File: src/rtl/mips_pkg.sv
// Shared types and constants for the MIPS fetch stage and its IF/ID register.
package mips_pkg;

    typedef logic [31:0] word_t;

    localparam word_t       NOP_INSTR        = 32'h0000_0000;
    localparam int unsigned INSTR_BYTES      = 4;
    localparam word_t       RESET_PC_DEFAULT = 32'h0000_0000;

    typedef enum logic [1:0] {
        IFID_LOAD   = 2'd0,
        IFID_HOLD   = 2'd1,
        IFID_BUBBLE = 2'd2
    } ifid_ctrl_e;

endpackage

File: src/rtl/mips_fetch_stage_if.sv
// Hazard/redirect inputs, instruction-memory port and IF/ID outputs of the fetch stage.
interface mips_fetch_stage_if;

    logic              stall;
    logic              flush;
    logic              branch_taken;
    mips_pkg::word_t   branch_target;
    logic              jump;
    mips_pkg::word_t   jump_target;
    mips_pkg::word_t   instrn_address;
    mips_pkg::word_t   instrn;
    mips_pkg::word_t   ifid_instr;
    mips_pkg::word_t   ifid_pc_plus4;
    logic              ifid_valid;
    logic              fetch_fault;

    // master is the fetch stage itself; slave is hazard unit, memory and decode.
    modport master (
        input  stall, flush, branch_taken, branch_target, jump, jump_target, instrn,
        output instrn_address, ifid_instr, ifid_pc_plus4, ifid_valid, fetch_fault
    );

    modport slave (
        output stall, flush, branch_taken, branch_target, jump, jump_target, instrn,
        input  instrn_address, ifid_instr, ifid_pc_plus4, ifid_valid, fetch_fault
    );

endinterface

File: src/rtl/fetch_ifid_reg.sv
// IF/ID pipeline register: loads a fetched instruction, holds it, or inserts a NOP bubble.
module fetch_ifid_reg
    import mips_pkg::*;
(
    input  logic       clk,
    input  logic       rst_n,
    input  ifid_ctrl_e ctrl_i,
    input  word_t      instr_i,
    input  word_t      pc_plus4_i,
    output word_t      instr_o,
    output word_t      pc_plus4_o,
    output logic       valid_o
);

    word_t instr_q, instr_d;
    word_t pc_plus4_q, pc_plus4_d;
    logic  valid_q, valid_d;

    always_comb begin
        instr_d    = instr_q;
        pc_plus4_d = pc_plus4_q;
        valid_d    = valid_q;
        unique case (ctrl_i)
            IFID_LOAD: begin
                instr_d    = instr_i;
                pc_plus4_d = pc_plus4_i;
                valid_d    = 1'b1;
            end
            IFID_BUBBLE: begin
                instr_d    = NOP_INSTR;
                pc_plus4_d = '0;
                valid_d    = 1'b0;
            end
            default: ;
        endcase
    end

    always_ff @(posedge clk or negedge rst_n) begin
        if (!rst_n) begin
            instr_q    <= NOP_INSTR;
            pc_plus4_q <= '0;
            valid_q    <= 1'b0;
        end else begin
            instr_q    <= instr_d;
            pc_plus4_q <= pc_plus4_d;
            valid_q    <= valid_d;
        end
    end

    assign instr_o    = instr_q;
    assign pc_plus4_o = pc_plus4_q;
    assign valid_o    = valid_q;

endmodule

File: src/rtl/mips_fetch_stage.sv
// PC register, next-PC selection and sticky fetch-fault tracking feeding the IF/ID register.
module mips_fetch_stage
    import mips_pkg::*;
#(
    parameter word_t       RESET_PC   = RESET_PC_DEFAULT,
    parameter int unsigned IMEM_BYTES = 32
) (
    input logic                clk,
    input logic                rst_n,
    mips_fetch_stage_if.master bus
);

    localparam word_t LAST_PC = word_t'(IMEM_BYTES - INSTR_BYTES);

    word_t      pc_q, pc_d;
    logic       fault_q, fault_d;
    word_t      pc_plus4;
    word_t      redirect_pc;
    logic       redirect;
    logic       bad_pc;
    ifid_ctrl_e ifid_ctrl;

    always_comb begin
        redirect    = bus.branch_taken | bus.jump;
        redirect_pc = bus.branch_taken ? bus.branch_target : bus.jump_target;
        pc_plus4    = pc_q + word_t'(INSTR_BYTES);
        bad_pc      = (pc_q[1:0] != 2'b00) || (pc_q > LAST_PC);
    end

    // A bad PC freezes on the very edge that raises the fault, so the faulting address stays visible.
    always_comb begin
        pc_d    = pc_plus4;
        fault_d = fault_q;
        if (redirect) begin
            pc_d    = redirect_pc;
            fault_d = 1'b0;
        end else if (bus.stall) begin
            pc_d = pc_q;
        end else if (bad_pc || fault_q) begin
            pc_d    = pc_q;
            fault_d = 1'b1;
        end
    end

    always_comb begin
        if (redirect || bus.flush) begin
            ifid_ctrl = IFID_BUBBLE;
        end else if (bus.stall) begin
            ifid_ctrl = IFID_HOLD;
        end else if (bad_pc || fault_q) begin
            ifid_ctrl = IFID_BUBBLE;
        end else begin
            ifid_ctrl = IFID_LOAD;
        end
    end

    always_ff @(posedge clk or negedge rst_n) begin
        if (!rst_n) begin
            pc_q    <= RESET_PC;
            fault_q <= 1'b0;
        end else begin
            pc_q    <= pc_d;
            fault_q <= fault_d;
        end
    end

    fetch_ifid_reg u_ifid_reg (
        .clk        (clk),
        .rst_n      (rst_n),
        .ctrl_i     (ifid_ctrl),
        .instr_i    (bus.instrn),
        .pc_plus4_i (pc_plus4),
        .instr_o    (bus.ifid_instr),
        .pc_plus4_o (bus.ifid_pc_plus4),
        .valid_o    (bus.ifid_valid)
    );

    assign bus.instrn_address = pc_q;
    assign bus.fetch_fault    = fault_q;

endmodule

File: src/flat_wrapper.sv
// flat-port wrapper written by rule: the top's interface ports become plain ports
module mips_fetch_stage_flat import mips_pkg::*;
#(
    parameter word_t       RESET_PC   = RESET_PC_DEFAULT,
    parameter int unsigned IMEM_BYTES = 32
)
  (clk, rst_n, bus_stall, bus_flush, bus_branch_taken, bus_branch_target, bus_jump, bus_jump_target, bus_instrn, bus_instrn_address, bus_ifid_instr, bus_ifid_pc_plus4, bus_ifid_valid, bus_fetch_fault);
  mips_fetch_stage_if bus_i ();
  input logic clk;
  input logic rst_n;
  input wire logic [$bits(bus_i.stall)-1:0] bus_stall;
  input wire logic [$bits(bus_i.flush)-1:0] bus_flush;
  input wire logic [$bits(bus_i.branch_taken)-1:0] bus_branch_taken;
  input wire logic [$bits(bus_i.branch_target)-1:0] bus_branch_target;
  input wire logic [$bits(bus_i.jump)-1:0] bus_jump;
  input wire logic [$bits(bus_i.jump_target)-1:0] bus_jump_target;
  input wire logic [$bits(bus_i.instrn)-1:0] bus_instrn;
  output wire logic [$bits(bus_i.instrn_address)-1:0] bus_instrn_address;
  output wire logic [$bits(bus_i.ifid_instr)-1:0] bus_ifid_instr;
  output wire logic [$bits(bus_i.ifid_pc_plus4)-1:0] bus_ifid_pc_plus4;
  output wire logic [$bits(bus_i.ifid_valid)-1:0] bus_ifid_valid;
  output wire logic [$bits(bus_i.fetch_fault)-1:0] bus_fetch_fault;
  assign bus_i.stall = bus_stall;
  assign bus_i.flush = bus_flush;
  assign bus_i.branch_taken = bus_branch_taken;
  assign bus_i.branch_target = bus_branch_target;
  assign bus_i.jump = bus_jump;
  assign bus_i.jump_target = bus_jump_target;
  assign bus_i.instrn = bus_instrn;
  assign bus_instrn_address = bus_i.instrn_address;
  assign bus_ifid_instr = bus_i.ifid_instr;
  assign bus_ifid_pc_plus4 = bus_i.ifid_pc_plus4;
  assign bus_ifid_valid = bus_i.ifid_valid;
  assign bus_fetch_fault = bus_i.fetch_fault;
  mips_fetch_stage #(.RESET_PC(RESET_PC), .IMEM_BYTES(IMEM_BYTES)) u_core (.clk(clk), .rst_n(rst_n), .bus(bus_i));
endmodule
File: config.mk
export PLATFORM = sky130hd
export DESIGN_NAME = mips_fetch_stage_flat
export DESIGN_NICKNAME = d
export VERILOG_FILES = /design/src/rtl/mips_pkg.sv /design/src/rtl/mips_fetch_stage_if.sv /design/src/rtl/fetch_ifid_reg.sv /design/src/rtl/mips_fetch_stage.sv /design/src/flat_wrapper.sv
export SDC_FILE = /design/constraint.sdc
export NUM_CORES = 1
export LEC_CHECK = 0
export BUFFER_PORTS_ARGS = -buffer_cell sky130_fd_sc_hd__buf_2
export CORE_ASPECT_RATIO = 0.75
export CORE_MARGIN = 2
export CORE_UTILIZATION = 42
export CTS_BUF_LIST = sky130_fd_sc_hd__clkbuf_16
export CTS_CLUSTER_DIAMETER = 100
export DETAILED_ROUTE_END_ITERATION = 10
export HOLD_SLACK_MARGIN = 0.12
export PLACE_DENSITY = 0.76
export SLEW_MARGIN = 40
export SYNTH_ARGS = -nofsm -noshare
export SYNTH_HDL_FRONTEND = slang
export SYNTH_SLANG_ARGS = --single-unit
File: constraint.sdc
create_clock -name clk -period 1.5 [get_ports clk]
set_clock_uncertainty 0.05 [all_clocks]
set_input_delay 0.225 -clock clk [delete_from_list [all_inputs] [get_ports clk]]
set_output_delay 0.225 -clock clk [all_outputs]
set_load 0.05 [all_outputs]
==> summary.txt <==
Status
  • Outcome: finished with violations
  • Violated checks: negative setup slack

Drt
  • Vias: 4,328
  • Drt first pass iters: 5
  • Drt wl/cell: 16.6 um
  • Antenna viol nets, final: 0
  • Via density per instance: 5.09
  • Final WL: about 14 mm
  • DR iter-0 viols: 380
  • Drc violations: 0

Timing
  • Fin. Hold Viols: 0
  • Rel. slew slack: between 50% and 60%
  • Pins Over Slew Limit: 0
  • Setup_tns: -19,560 ps
  • # setup viols final: 64
  • Unrepaired setup endpoints after global routing: yes
  • Crit share post-route: 126%
  • Final min period: around 1900 ps
  • Final worst slack: -391 ps
  • Max Freq: 0.529 GHz
  • Worst Tran Pin Value: just over 600 ps

Min path
  • Worst hold path class: primary input to flop

Clock network
  • Clk sinks: just under 100
  • Clock buffer depth: 2
  • Root Buffer Master: clkbuf_16
  • CTS H-tree depth: 3
  • CTS tree: built
  • Clk slew on worst S/H paths: 70 ps
  • CTS Buf Count: 9
  • Clock latency on the worst-skew pair: between 300 and 400 ps

Synthesis
  • Post-synthesis cell area: 4280 um^2
  • Syn Area/Cell: ~10 um^2
  • Sequential fraction of the synthesis area: 57.3%
  • Ys async rst share: between 90% and 100%
  • Top-area cell type share of the netlist area: 57.3%
  • Yosys cell types: 32
  • Most frequent cell after synthesis: dfrtp_1
  • Ranking of synthesized cells by area: dfrtp_1 57%, o31a_1 7.0%, inv_1 5.1%, nand2_1 4.2%, and3_1 4.1%
  • EDFF count, synth: 0
  • Top FF cell, synth: dfrtp_1
  • Post-synth top cells: 98 x dfrtp_1, 58 x inv_1, 48 x nand2_1, 35 x nor2_1, 34 x o31a_1
  • Warnings, synthesis: 0
  • Gate Count Post-Synth: between 400 and 500
  • Synth Net Count: 530
  • Synthesized flop and latch total: 98
  • Post-synth top area cell: dfrtp_1

Global route
  • Grt ovf: 0
  • Vias in the first global route: 4,373
  • Total track usage: about 25%
  • Antenna violations before repair: 0
  • First-pass GRT wire length: 21.8 mm
  • Largest net degree at the start of global routing: 67

Placement
  • Routability congestion estimate: 0.914
  • Detailed Place HPWL: 8.66 mm
  • Port Buf Inserts: 199
  • Post-Place Cell Area: 5730 um^2

Final layout
  • Syn-to-layout area delta: 60.3%
  • Final net count: between 800 and 900
  • ANT cells: 0
  • Core occupancy in the finished layout: 70.1%
  • Design area: 6850 um^2
  • Share of cells above drive strength 1: approximately 44%

Floorplanning
  • Site Rows: 31
  • Chip height: 91.4 um
  • I/O Pins: 200
  • Core Box Area: 9770 um^2
  • Die area: 11,000 um^2
  • Die extent in x: 121 um
  • Starting density of the core: 43.8%

Power and ir drop
  • Pwr Total: between 6 and 7 mW
  • Cell Pwr Density: 966 nW/um^2
  • VDD IR max: 0.904 mV
  • Leak: approximately 3.7 nW

Critical path
  • Worst Setup End Kind: flop
  • CP max stage delay: 430 ps
  • Critical-path cell list: nor4_4 -> nand4_1 -> buf_4 -> o21ai_4 -> buf_12 -> mux2_4
  • Crit path required time: ~1700 ps
  • Crit path max-delay family: simple AND/OR/NAND/NOR gates
  • Worst Path Arrival: 2070 ps
  • WS Path Type: flop to flop
  • CP Max Fanout: 6
  • CP bufs+invs: 2
  • Critical Path Slowest Stage Cell: dfrtp_2
  • Setup crit start kind: flop

Run
  • Max-cap viol count: 0
-- worst paths after layout --
kind	cells after the start	start	slack, ps	end
hold / removal	3	bus_jump_target[25]	130	u_core.bus.instrn_address[25]$_DFFE_PN0P_
min in group asynchronous	2	rst_n	220	u_core.bus.instrn_address[11]$_DFFE_PN0P_
setup reg to reg	6	u_core.bus.instrn_address[22]$_DFFE_PN0P_	-390	u_core.bus.instrn_address[5]$_DFFE_PN0P_
max in group asynchronous	3	rst_n	650	u_core.bus.instrn_address[27]$_DFFE_PN0P_
hold reg to reg	1	u_core.u_ifid_reg.pc_plus4_o[1]$_DFFE_PN0P_	460	u_core.u_ifid_reg.pc_plus4_o[1]$_DFFE_PN0P_
setup / recovery	6	u_core.bus.instrn_address[22]$_DFFE_PN0P_	-390	u_core.bus.instrn_address[5]$_DFFE_PN0P_
-- metrics by stage --
stage          std cells  hold WS (ps)  worst slack [ps]
6_report             850           132              -391
5_1_grt              850           130              -443
4_1_cts              842           121              -330
3_5_place_dp         771          34.7              -415
3_3_place_gp         771          34.2              -419
2_1_floorplan        427          -121              -263
-- worst reg2reg max path, stage by stage (launching register included) --
cell     delay, ps
dfrtp_2        430
nor4_4         330
nand4_1        190
buf_4          180
o21ai_4        140
buf_12         150
mux2_4         300
-- report_power, final --
group	internal (mW)	switching, mW
registers	2.74	0.107
clock network	1.46	0.994
logic	0.542	0.774
-- flip-flops by register name, summed over array words and instances, names as in the netlist --
register and cells:
u_core.bus.fetch_fault 1, u_core.bus.instrn_address 32, u_core.u_ifid_reg.instr_o 32, u_core.u_ifid_reg.valid_o 1, u_core.u_ifid_reg.pc_plus4_o 32
-- repair_timing --
| item | 4_1_cts | 5_1_grt |
|---|---|---|
| endpoints found under the hold margin | 125 | 1 |
| resized for setup | 21 | 17 |
| pin swaps | 4 | 5 |
| setup endpoints to repair | 62 | 64 |
| gates cloned | 0 | 1 |
| hold buffers | 49 | 1 |
| setup buffers | 6 | 7 |
-- final cells by class --
| type | instances | area, um^2 |
|---|---|---|
| fillers | 695 | 2920 |
| flip-flops and latches | 98 | 2480 |
| clock inverters | 7 | 93.8 |
| repair buffers | 308 | 2110 |
| inverters | 58 | 218 |
| well taps | 132 | 165 |
| multi-input cells | 238 | 1570 |
| clock buffers | 9 | 225 |
-- cells by family (layout without fill, tap and decap cells) --
| kind of cell | Yosys count | count (layout) | share of synthesized area (%) |
|---|---|---|---|
| AO/OA/AOI/OAI | 93 | 93 | 15.4 |
| XOR/XNOR | 2 | 2 | 0.410 |
| adder cells (fa/ha/maj) | 1 | 1 | 0.293 |
| buffers and inverters | 91 | 382 | 8.89 |
| flip-flops | 98 | 98 | 57.3 |
| multiplexers | 13 | 13 | 3.16 |
| AND/OR/NAND/NOR | 129 | 129 | 14.5 |
-- per-layer routing --
layer  vias to the layer above  global-route usage (%)  wire length (um)
li1                       1992                       -                 -
met1                      2095                    31.0              5670
met2                       198                    42.4              7030
met3                        43                    5.84               887
met4                         0                    10.8               539
met5                         -                       0                 0
-- cells in the final DEF, fill, tap and decap left out, drive strengths merged, types with 3 or more instances in the layout --
master,count
nor4,7
a21oi,5
and3,28
or3,3
dfrtp,98
o31a,34
nor2,35
inv,60
o21ai,31
clkbuf,10
dlygate4sd3,49
nand2,48
a22oi,21
buf,258
mux2,4
mux2i,9
Power figures use the tool's default switching activity.
